**src/rtl/instr_fetch.sv**
```systemverilog
// Instruction-fetch front end: PC-driven ROM reads into a small prefetch queue
// with a valid/ready decode handshake and redirect flush. Optional FETCH_PERF_EN adds a stall counter.
module instr_fetch #(
    parameter int ADDR_W   = 4,
    parameter int DATA_W   = 32,
    parameter int DEPTH    = 2,
    parameter int RESET_PC = 0
) (
    input  logic                       clk,
    input  logic                       rst,
    input  logic                       run,
    output logic [ADDR_W-1:0]          rom_addr,
    output logic                       rom_en,
    input  logic [DATA_W-1:0]          rom_data,
    input  logic                       redirect_valid,
    input  logic [ADDR_W-1:0]          redirect_addr,
    output logic                       instr_valid,
    input  logic                       instr_ready,
    output logic [DATA_W-1:0]          instr,
    output logic [ADDR_W-1:0]          instr_pc,
    output logic [$clog2(DEPTH+1)-1:0] q_count
`ifdef FETCH_PERF_EN
    ,
    output logic [15:0]                stall_cycles
`endif
);

    localparam int          CW = $clog2(DEPTH + 1);
    localparam int unsigned DU = DEPTH;

    logic [ADDR_W-1:0] pc;
    logic [CW-1:0]     count;
    logic [CW-1:0]     wr_idx;
    logic [DATA_W-1:0] data_q [DEPTH];
    logic [ADDR_W-1:0] tag_q  [DEPTH];
    logic              full;
    logic              pop;
    logic              fetch;

    always_comb begin
        full   = (count == CW'(DEPTH));
        pop    = (count != '0) & instr_ready;
        fetch  = run & ~rst & ~redirect_valid & (~full | pop);
        // Tail slot as seen after this cycle's pop has shifted the queue down
        wr_idx = count - CW'(pop);
    end

    always_comb begin
        rom_addr    = pc;
        rom_en      = fetch;
        instr_valid = (count != '0);
        q_count     = count;
        instr       = '0;
        instr_pc    = '0;
        if (count != '0) begin
            instr    = data_q[0];
            instr_pc = tag_q[0];
        end
    end

    always_ff @(posedge clk) begin
        if (rst) begin
            pc    <= ADDR_W'(RESET_PC);
            count <= '0;
        end else if (redirect_valid) begin
            pc    <= redirect_addr;
            count <= '0;
        end else begin
            if (fetch) pc <= pc + 1'b1;
            count <= count + CW'(fetch) - CW'(pop);
        end
    end

    // Head always lives in slot 0; entries shift down on pop, push lands behind them
    always_ff @(posedge clk) begin
        for (int unsigned i = 0; i < DU; i++) begin
            if (fetch && wr_idx == CW'(i)) begin
                data_q[i] <= rom_data;
                tag_q[i]  <= pc;
            end else if (pop && (i + 1 < DU)) begin
                data_q[i] <= data_q[(i + 1) % DU];
                tag_q[i]  <= tag_q[(i + 1) % DU];
            end
        end
    end

`ifdef FETCH_PERF_EN
    always_ff @(posedge clk) begin
        if (rst) begin
            stall_cycles <= '0;
        end else if (run && full && !pop && !redirect_valid && stall_cycles != 16'hFFFF) begin
            stall_cycles <= stall_cycles + 16'd1;
        end
    end
`endif

endmodule

```
**config.mk**
```make
export PLATFORM = sky130hd
export DESIGN_NAME = instr_fetch
export DESIGN_NICKNAME = d
export VERILOG_FILES = /design/src/rtl/instr_fetch.sv
export SDC_FILE = /design/constraint.sdc
export NUM_CORES = 1
export LEC_CHECK = 0
export ABC_AREA = 1
export CORE_AREA = 2 2 73 102
export DETAILED_ROUTE_END_ITERATION = 12
export DIE_AREA = 0 0 75 104
export HOLD_SLACK_MARGIN = 0.05
export PLACE_DENSITY = 0.87
export SYNTH_ARGS = -nofsm -noshare
export SYNTH_HDL_FRONTEND = slang
export SYNTH_SLANG_ARGS = --single-unit
```
**constraint.sdc**
```tcl
create_clock -name clk -period 10.2 [get_ports clk]
set_clock_uncertainty 0.05 [all_clocks]
set_input_delay 1.53 -clock clk [delete_from_list [all_inputs] [get_ports clk]]
set_output_delay 1.53 -clock clk [all_outputs]
set_load 0.02 [all_outputs]
```
* Word level (Yosys, flattened, before mapping)
Memories as Yosys holds them, arrays and structs flattened.
Cells that the tools add are included.
W data, S select, Z words.
** Storage, ports and cells
- Register bits :: 6
- Bits in writable memories :: 72
- Input port bits :: 41
- Output and inout port bits :: 44
- Logic and storage cells :: 39
- Memories :: 2
** Operators by class
- $add $sub $neg :: 4
- Equal/unequal tests :: 2
- Mux-type cells :: 13
- Bitwise gates (word level) :: 10
- Reductions and logical operators :: 6
** Memories
- data_q :: depth 2, bits a word 32, read ports 2, clocked after Yosys merged registers in 0, wr ports 2, line 34 : logic [DATA_W-1:0] data_q [DEPTH];
- tag_q :: depth 2, bits a word 4, read ports 2, clocked after Yosys merged registers in 0, wr ports 2, line 35 : logic [ADDR_W-1:0] tag_q [DEPTH];
** Operators with widths (number)
- $mux W32 :: 2
- $mux W4 :: 4
- $mux W1 :: 7
- $add A4 B1 Y4 const B :: 1
- $and A1 B1 Y1 :: 4
- $reduce_bool A2 Y1 :: 2
- $sub A2 B1 Y2 :: 2
- $not A1 Y1 :: 3
- $or A1 B1 Y1 :: 3
- $add A2 B1 Y2 :: 1
- $eq A2 B1 Y1 const B :: 1
- $eq A2 B2 Y1 const B :: 1
- $logic_and A1 B1 Y1 :: 2
- $logic_not A2 Y1 :: 1
- $reduce_or A2 Y1 :: 1

* Logic depth before layout (Yosys ltp)
Gate-level depths: netlist of the first run.
- Depth after elaboration :: 8
- Depth in mapped cells :: 9
- Gate-level depth less buffers :: 9

* Least setup slack after synthesis of the first run
OpenSTA, ideal clock, no wires.
- Kind :: input to register
- From :: input redirect_valid
- To :: memory data_q[1][0] (netlist: data_q[0][32]), enable pin
- Library setup time :: 474 ps
- Data arrival time :: 4342 ps
- Data required time :: 9676 ps
- Slack :: 5334 ps
- Cell stages on the path :: 3
- Buffers on the path :: 0
- Cell sequence :: nor2_4 -> nand3_2 -> nor3_1
** RTL lines
- start: declaration :: line 15 : input logic redirect_valid,
- end: declaration :: line 34

* Final worst setup path of the first run
- From :: input instr_ready
- To :: output rom_en
** On the way
- Longest elaborated chain between the ends :: 3
** Ends and longest elaborated chain
- start: declaration :: line 18 : input logic instr_ready,
- $and A1 B1 Y1 :: line 42 : pop = (count != '0) & instr_ready;
- $or A1 B1 Y1 :: line 43 : fetch = run & ~rst & ~redirect_valid & (~full | pop);
- $and A1 B1 Y1 :: line 43
- end: declaration :: line 13 : output logic rom_en,
Every way passes these cells.

==> reports/metrics.cfg, run 1 <==
[setup_path]
r2r_start=q_count[0]
critical_path.startpoint=instr_ready
worstPathMaxFanout=6
critical_path.max_stage_delay_ns=0.60
end_kind=output pin
cp.arrival_ns=3.16
r2r_end=data_q[0][28]
crit_end=rom_en
cp_cell_sequence=clkdlybuf4s50_1, inv_1, nand3_1, nand3_2, inv_1, clkdlybuf4s50_1
worstSetupPathType=input pin to output pin
crit_required_ns=8.62
reg2reg_depth=4
r2r_slack_ns=7.87
critical-path-slowest-cell=clkdlybuf4s50_1
startpoint_type=input pin

[clocking]
cts_setup_buffers=0
insertion_delay_ns=0.35
cts_hold_buf=0
clock_path_buffers=2
cts_resized=0
numCtsBuffers=9
cts.sinks=78
root_buffer=clkbuf_8
cts_tree=done
path_clk_slew_ns=0.08
cts_max_level=3

[logic_synthesis]
synth_top_family_by_area=simple AND/OR/NAND/NOR gates
syn_inst=325
synth_seq_area_share_pct=63.3
avgSynthCellArea_sq_um=11.1
synth_edf_count=72
synth-seq-cells=78
yosysMostFrequentCell=nand2_1
synth_top_area_share_pct=59.9
yosys-top-cells-area=edfxtp_1 (60%), nand2_1 (8.6%), nand3_2 (8.3%)
ys_warn_count=0
synth_compound_area_share_pct=1.98
synthAdderAreaFrac_pct=0.694
synthXorXnorAreaFrac_pct=0.243
synth_common_cells=nand2_1 (83), edfxtp_1 (72), inv_1 (44)
synth_nets=368
ys_types=24
yosysTopAreaCell=edfxtp_1
yosys.area_share.simple_pct=24.6
synthFlopType=edfxtp_1
netlist_area_sq_um=3610
ys_async_sr_fraction_pct=0
muxShareOfSynthArea_pct=0

[cells_and_area]
final_cell_area_sq_um=4640
n_fill_cell=541
drive_gt1_share_pct=13.0
final_nets=452
antenna_cells=0
layout-area-overhead-vs-synth_pct=28.6
final_cells=509

[timing]
tightest_slew_ns=0.959
hold_ws_ns=0.506
hold_viol_final=0
slew_violations=0
grt_setup_unrepaired=no
period_needed_ns=4.74
fmax_ghz=0.211
setup_viol=0
fin_crit_sh_pct=46.4
setup_tns_ns=0
max-slew-margin-rel_pct=35.7

[floorplan]
io_pins=85
start_util_pct=52.3
core_sq_um=6890
row_count=36
fp.dieH_um=104
die_area_sq_um=7800
die_w_um=75

[place]
dp.cells=493
routabilityCongestion=0.782
placed_cell_area_sq_um=4440
portBuffers=84
place_hpwl_um=4550

[power]
p_sw_share_pct=21.5
power.total_w=0.000666
max-vdd-ir-drop_mv=0.102
power.density_nw_per_um2=144
switching_power_w=0.000143
p_int_w=0.000523
p_leak_nw=1.87
seqPwrFrac_pct=54.5
p_clk_share_pct=36.2
power_frac_comb_pct=9.3

[global_routing]
grt_usage_pct=19.1
grt_pass1_vias=2431
grt_max_degree=39
globalRoute.totalOverflow=0
grt_pass1_wl_um=11200
antenna_found_initial=0

[drt]
route.met2.wl_um=3690
finalWirelength_um=6930
routedWlPerCell_um=13.6
first_iter_violations=140
postRouteAntennaNets=0
highest_layer=met4
wl_met1_um=2680
vias_per_cell=4.80
met3_length_um=374
drc_errors=0
num_vias=2441
drt_pass1_iterations=4

[worst_hold_path]
hold_depth=2
hold_class=register to register

[outcome]
status=complete, no violations

[run]
drv_cap=0

## worst min path at each step
stage	from	end	slack (ns)
floorplan	data_q[0][32]	data_q[0][0]	0.47
global placement	data_q[0][63]	data_q[0][31]	0.48
detailed placement	data_q[0][32]	data_q[0][0]	0.49
CTS	data_q[0][32]	data_q[0][0]	0.51
global route	rom_addr[3]	tag_q[0][7]	0.52
finish	data_q[0][40]	data_q[0][8]	0.51
## logic make-up after synthesis
family | after synthesis
and+or+nand+nor | 174
adders and majority gates | 2
DFF | 78
AOI/OAI and AO/OA | 10
xor gates and xnor gates | 1
buffers and inverters | 60
## metrics by stage
stage / setup WS, ns / util, %
3_5_place_dp: 5.46 / 64.4
3_3_place_gp: 5.51 / 64.4
5_1_grt: 5.39 / 67.3
6_report: 5.46 / 67.3
4_1_cts: 5.45 / 67.3
2_1_floorplan: 5.33 / -
## area by class of cell
| class | count | area [sq um] | share of cell area (%) |
|---|---|---|---|
| tap | 95 | 119 | 2.56 |
| multi-input combinational | 187 | 1000 | 21.5 |
| inverter | 47 | 179 | 3.86 |
| clock buffer | 10 | 128 | 2.75 |
| clock inverter | 6 | 76.3 | 1.65 |
| timing repair buffer | 86 | 856 | 18.4 |
| sequential | 78 | 2280 | 49.2 |
## critical path: cells and delay by family
family | cells | cell delay, ns
buffers and inverters | 4 | 1.38
and+or+nand+nor | 2 | 0.24
## power groups by stage
stage               Clock, W  Sequential (W)  Combinational (W)
CTS                 0.000244        0.000363          0.0000628
global route        0.000255        0.000364          0.0000684
floorplan                  0        0.000371          0.0000314
finish              0.000241        0.000363          0.0000619
global placement           0        0.000370          0.0000604
detailed placement         0        0.000371          0.0000624
## state kept, by name, indices dropped and copies added, names as in the netlist
| signal | count |
|---|---|
| q_count | 2 |
| rom_addr | 4 |
| tag_q | 8 |
| data_q | 64 |
## layer usage
metal	up-vias	global-route usage [%]
met5	-	0
met4	0	9.82
met3	13	4.46
met2	61	31.8
met1	1138	22.1
li1	1229	-
## layout by cell type, fill, tap and decap left out, drive strengths merged
master	Yosys	routed
a21oi	3	3
buf	13	2
bufinv	0	2
clkbuf	0	10
clkdlybuf4s50	0	84
clkinv	1	5
dfxtp	6	6
edfxtp	72	72
ha	2	2
inv	46	46
nand2	87	87
nand3	42	42
nand4	1	1
nor2	41	41
nor3	2	2
nor3b	1	1
o2111ai	1	1
o21ai	6	6
xnor2	1	1
Note: power is estimated with default switching activity, not from simulation.
==> run 2: changes to the inputs <==
CORE_AREA = 2 2 79 111   (was 2 2 73 102)
DIE_AREA = 0 0 81 113   (was 0 0 75 104)
PLACE_DENSITY = 0.79   (was 0.87)
clock period = 3.83 ns   (was 10.2 ns; I/O delays follow)
==> run 2 against run 1 <==
Effect of this change:
- sequential power grew to 2.7 times the previous value
- flip-flop and latch count did not move
- clock-buffer cell count down 1
- final cell count is 1.6% higher
- total power grew to 3.1 times the previous value
- wire length increased by 0.30%
- worst setup slack got worse by 4.5 ns
- via count rose by 0.29%
==> reports/metrics.cfg, run 2 (same netlist as run 1, synthesis figures left out) <==
[drt]
num_vias=2448  ; was 2441
vias_per_cell=4.74  ; was 4.80
finalWirelength_um=6950  ; was 6930 um
routedWlPerCell_um=13.4  ; was 13.6 um
drt_pass1_iterations=5  ; was 4
postRouteAntennaNets=0  ; unchanged
drc_errors=0  ; unchanged
first_iter_violations=147  ; was 140

[timing]
setup_viol=0  ; unchanged
fin_crit_sh_pct=74.1
setup_tns_ns=0  ; unchanged
slew_violations=0  ; unchanged
period_needed_ns=2.84
max-slew-margin-rel_pct=40.1  ; was 35.7%
grt_setup_unrepaired=no  ; unchanged
fmax_ghz=0.352
tightest_slew_ns=0.895  ; was 0.959 ns
hold_viol_final=0  ; unchanged

[run]
drv_cap=0  ; unchanged

[cells_and_area]
antenna_cells=0  ; unchanged
mostFrequentLayoutCells=clkdlybuf4s50_1 (84), nand2_1 (82), edfxtp_1 (72), inv_1 (44), nor2_1 (40)  ; unchanged
top_register=data_q  ; unchanged
drive_gt1_share_pct=14.2  ; was 13.0%
layout-area-overhead-vs-synth_pct=33.0  ; was 28.6%
largest_reg_flops=64  ; unchanged
layout_commonest_cell=clkdlybuf4s50_1  ; unchanged
final_nets=453  ; was 452

[setup_path]
critical-path-slowest-cell=clkdlybuf4s50_1  ; unchanged
cp.arrival_ns=2.22  ; was 3.16 ns
worstPathMaxFanout=6  ; unchanged
crit_required_ns=3.21  ; was 8.62 ns
end_kind=output pin  ; unchanged
critical_path.max_stage_delay_ns=0.61  ; was 0.60 ns
cp_cell_sequence=clkdlybuf4s50_1, inv_1, nand3_1, nand3_2, inv_1, clkdlybuf4s50_1  ; unchanged
worstSetupPathType=input pin to output pin  ; unchanged
r2r_end=tag_q[0][0]  ; was data_q[0][28]
r2r_slack_ns=1.73  ; was 7.87 ns
reg2reg_depth=6  ; was 4
r2r_start=q_count[0]  ; unchanged
startpoint_type=input pin  ; unchanged

[floorplan]
die_area_sq_um=9150  ; was 7800 sq um
core_sq_um=8100  ; was 6890 sq um
start_util_pct=44.5  ; was 52.3%
die_w_um=81  ; was 75 um
io_pins=85  ; unchanged
row_count=39  ; was 36
fp.dieH_um=113  ; was 104 um

[clocking]
cts.sinks=78  ; unchanged
cts_resized=0  ; unchanged
cts_tree=done  ; unchanged
cts_hold_buf=0  ; unchanged
numCtsBuffers=9  ; unchanged
cts_max_level=3  ; unchanged
cts_setup_buffers=0  ; unchanged
insertion_delay_ns=0.32  ; was 0.35 ns
path_clk_slew_ns=0.05  ; was 0.08 ns
clock_path_buffers=2  ; unchanged
root_buffer=clkbuf_16  ; was clkbuf_8

[power]
power.total_w=0.00208  ; was 0.000666 W
max-vdd-ir-drop_mv=0.327  ; was 0.102 mV
p_leak_nw=1.93  ; was 1.87 nW
power.density_nw_per_um2=433  ; was 144 nW/um^2

[global_routing]
grt_usage_pct=16.2  ; was 19.1%
grt_max_degree=38  ; was 39
grt_pass1_wl_um=11200  ; unchanged
antenna_found_initial=0  ; unchanged
globalRoute.totalOverflow=0  ; unchanged
grt_pass1_vias=2426  ; was 2431

[worst_hold_path]
hold_depth=0  ; was 2
hp-start=rom_addr[3]  ; was data_q[0][40]
min_to=tag_q[0][7]  ; was data_q[0][8]
hold_class=register to register  ; unchanged

[outcome]
status=complete, no violations  ; unchanged

[place]
portBuffers=84  ; unchanged
place_hpwl_um=4410  ; was 4550 um
routabilityCongestion=0.794  ; was 0.782

-- run 2: power by group --
part | leakage, nW | switching (W) | internal, W | total [W]
logic | 1.06 | 0.0000883 | 0.0000781 | 0.000166
registers | 0.706 | 0.0000103 | 0.000958 | 0.000968
clock network | 0.165 | 0.000311 | 0.000632 | 0.000944
total | 1.93 | 0.000410 | 0.00167 | 0.00208
-- run 2: layout make-up --
class	instances	area [sq um]
fillers	678	3300
flip-flops and latches	78	2280
multi-input cells	187	1010
repair buffers	87	863
clock buffers	9	225
inverters	47	179
well taps	102	128
clock inverters	7	113
-- run 2: metal layers --
metal	GRT usage (%)	vias to the layer above	share of wire (%)
met5	0	-	0
met1	18.1	1139	39
li1	-	1229	-
met4	8.47	0	1.5
met3	3.19	8	5.1
met2	28.6	72	55
-- run 2: worst max-delay path, delay by kind of cell --
family	cells	cell delay (ns)
buffers and inverters	4	1.39
and+or+nand+nor	2	0.25
-- run 2: worst max-delay path by stage --
stage	from	end	slack, ns	cells past startpoint
global placement	instr_ready	rom_en	1.02	6
CTS	instr_ready	rom_en	0.98	6
finish	instr_ready	rom_en	0.99	6
detailed placement	instr_ready	rom_en	0.99	6
global route	redirect_valid	rom_en	0.91	5
floorplan	q_count[1]	data_q[0][32]	0.92	6
-- run 2: per-stage QoR --
stage	area, sq um	setup WS, ns	utilization, %	cells	hold slack [ns]
after global routing	4800	0.905	59.2	517	0.518
after CTS	4800	0.980	59.2	517	0.502
after global placement	4460	1.02	55.0	501	0.476
final	4800	0.990	59.2	517	0.500
after floorplan	3610	0.922	-	325	0.471
after detailed placement	4460	0.993	55.0	501	0.492
==> run 3: changes to the inputs <==
clock period = 2.5 ns   (was 3.83 ns; I/O delays follow)
==> run 3 against run 2 <==
Effect of this change:
- critical endpoint is now instr[15]
- non-clock buffer count rose by 4
- sequential share of layout area fell by 0.59 points
- hold slack got worse by 0.0029 ns
- largest cell class unchanged
- critical path depth did not move
- final cell count rose by 0.77%
- highest routed layer unchanged
- via count fell by 1.5%
- clock power rose by 22%
- critical path type is now register to output pin
- flip-flop and latch count did not move
==> reports/metrics.cfg, run 3 (same netlist as run 1, synthesis figures left out) <==
[outcome]
status=complete, no violations  ; unchanged

[timing]
max-slew-margin-rel_pct=71.3  ; was 40.1%
grt_setup_unrepaired=no  ; unchanged
hold_ws_ns=0.497  ; was 0.500 ns
period_needed_ns=2.38
tightest_slew_ns=0.430  ; was 0.895 ns
hold_viol_final=0  ; unchanged
slew_violations=0  ; unchanged
fmax_ghz=0.420
setup_viol=0  ; unchanged
fin_crit_sh_pct=95.2
setup_tns_ns=0  ; unchanged

[setup_path]
crit_buf_inv=4  ; unchanged
r2r_slack_ns=0.80  ; was 1.73 ns
crit_family=buffers and inverters  ; unchanged
worstPathMaxFanout=36  ; was 6
startpoint_type=register  ; was input pin
end_kind=output pin  ; unchanged
crit_required_ns=2.08  ; was 3.21 ns
critical_path.max_stage_delay_ns=0.60  ; was 0.61 ns
critical-path-slowest-cell=clkdlybuf4s50_1  ; unchanged
cp.arrival_ns=1.96  ; was 2.22 ns
worstSetupPathType=register to output pin  ; was input pin to output pin
cp_cell_sequence=inv_1, nand2_2, clkinv_1, buf_4, nor2_1, clkdlybuf4s50_1  ; was clkdlybuf4s50_1, inv_1, nand3_1, nand3_2, inv_1, clkdlybuf4s50_1

[place]
portBuffers=84  ; unchanged
routabilityCongestion=0.819  ; was 0.794
place_hpwl_um=4530  ; was 4410 um
placed_cell_area_sq_um=4510  ; was 4460 sq um

[global_routing]
grt_pass1_vias=2463  ; was 2426
antenna_found_initial=0  ; unchanged
grt_pass1_wl_um=11200  ; about the same
grt_usage_pct=16.4  ; was 16.2%
globalRoute.totalOverflow=0  ; unchanged
grt_max_degree=37  ; was 38

[cells_and_area]
top_register=data_q  ; unchanged
antenna_cells=0  ; unchanged
layout-area-overhead-vs-synth_pct=34.6  ; was 33.0%
layout_commonest_cell=nand2_1  ; was clkdlybuf4s50_1
largest_reg_flops=64  ; unchanged
final_nets=457  ; was 453
final_cell_area_sq_um=4860  ; was 4800 sq um
mostFrequentLayoutCells=nand2_1 (82), edfxtp_1 (72), clkdlybuf4s50_1 (52), inv_1 (44), nor2_1 (40)  ; was clkdlybuf4s50_1 (84), nand2_1 (82), edfxtp_1 (72), inv_1 (44), nor2_1 (40)
finish.utilization_pct=59.9  ; was 59.2%
drive_gt1_share_pct=13.8  ; was 14.2%

[clocking]
cts_setup_buffers=0  ; unchanged
cts_max_level=3  ; unchanged
root_buffer=clkbuf_16  ; unchanged
numCtsBuffers=9  ; unchanged
cts_tree=done  ; unchanged
cts.sinks=78  ; unchanged
cts_hold_buf=0  ; unchanged
insertion_delay_ns=0.33  ; was 0.32 ns
cts_resized=0  ; unchanged
clock_path_buffers=2  ; unchanged
path_clk_slew_ns=0.05  ; about the same

[floorplan]
die_w_um=81  ; unchanged
io_pins=85  ; unchanged
die_area_sq_um=9150  ; unchanged
fp.dieH_um=113  ; unchanged
core_sq_um=8100  ; unchanged
start_util_pct=44.5  ; unchanged
row_count=39  ; unchanged

[power]
p_leak_nw=2.51  ; was 1.93 nW
power.total_w=0.00289  ; was 0.00208 W
power.density_nw_per_um2=595  ; was 433 nW/um^2
max-vdd-ir-drop_mv=0.385  ; was 0.327 mV

[drt]
drt_pass1_iterations=4  ; was 5
postRouteAntennaNets=0  ; unchanged
num_vias=2411  ; was 2448
finalWirelength_um=6820  ; was 6950 um
first_iter_violations=163  ; was 147
routedWlPerCell_um=13.1  ; was 13.4 um
vias_per_cell=4.63  ; was 4.74
drc_errors=0  ; unchanged

[worst_hold_path]
hold_class=register to register  ; unchanged

[run]
drv_cap=0  ; unchanged

[run 3: power breakdown]
group          internal [W]  switching, W
registers           0.00147     0.0000153
clock network      0.000695      0.000455
logic              0.000124      0.000134
total               0.00229      0.000605
[run 3: routing by layer]
layer  vias up  share of wire, %  GRT usage [%]
li1       1241                 -              -
met1      1086                39           17.8
met2        65                51           27.5
met3        19               5.6           4.94
met4         0               3.7           10.2
met5         -                 0              0
[run 3: worst min-delay path, delay by kind of cell, from the launching register on]
family,cells,cell delay [ns]
and+or+nand+nor,2,0.13
DFF,1,0.32
[run 3: cell type report]
cell class	instances	area [sq um]
clock buffer	14	254
multi-input combinational	187	1010
sequential	78	2280
fill	683	3240
timing repair buffer	91	998
tap	102	128
inverter	47	179
clock inverter	2	8.76
[run 3: metrics by stage]
step,std cells,setup WS [ns]
2_1_floorplan,325,0.0940
3_3_place_gp,505,0.217
3_5_place_dp,505,0.167
4_1_cts,521,0.0445
5_1_grt,521,0.00392
6_report,521,0.120
[run 3: path summary, 6_finish.rpt]
path | from | to | cells after the start
setup / recovery | q_count[1] | instr[15] | 6
hold / removal | data_q[0][63] | data_q[0][31] | 2
setup reg to reg | q_count[1] | data_q[0][61] | 7
hold reg to reg | data_q[0][63] | data_q[0][31] | 2
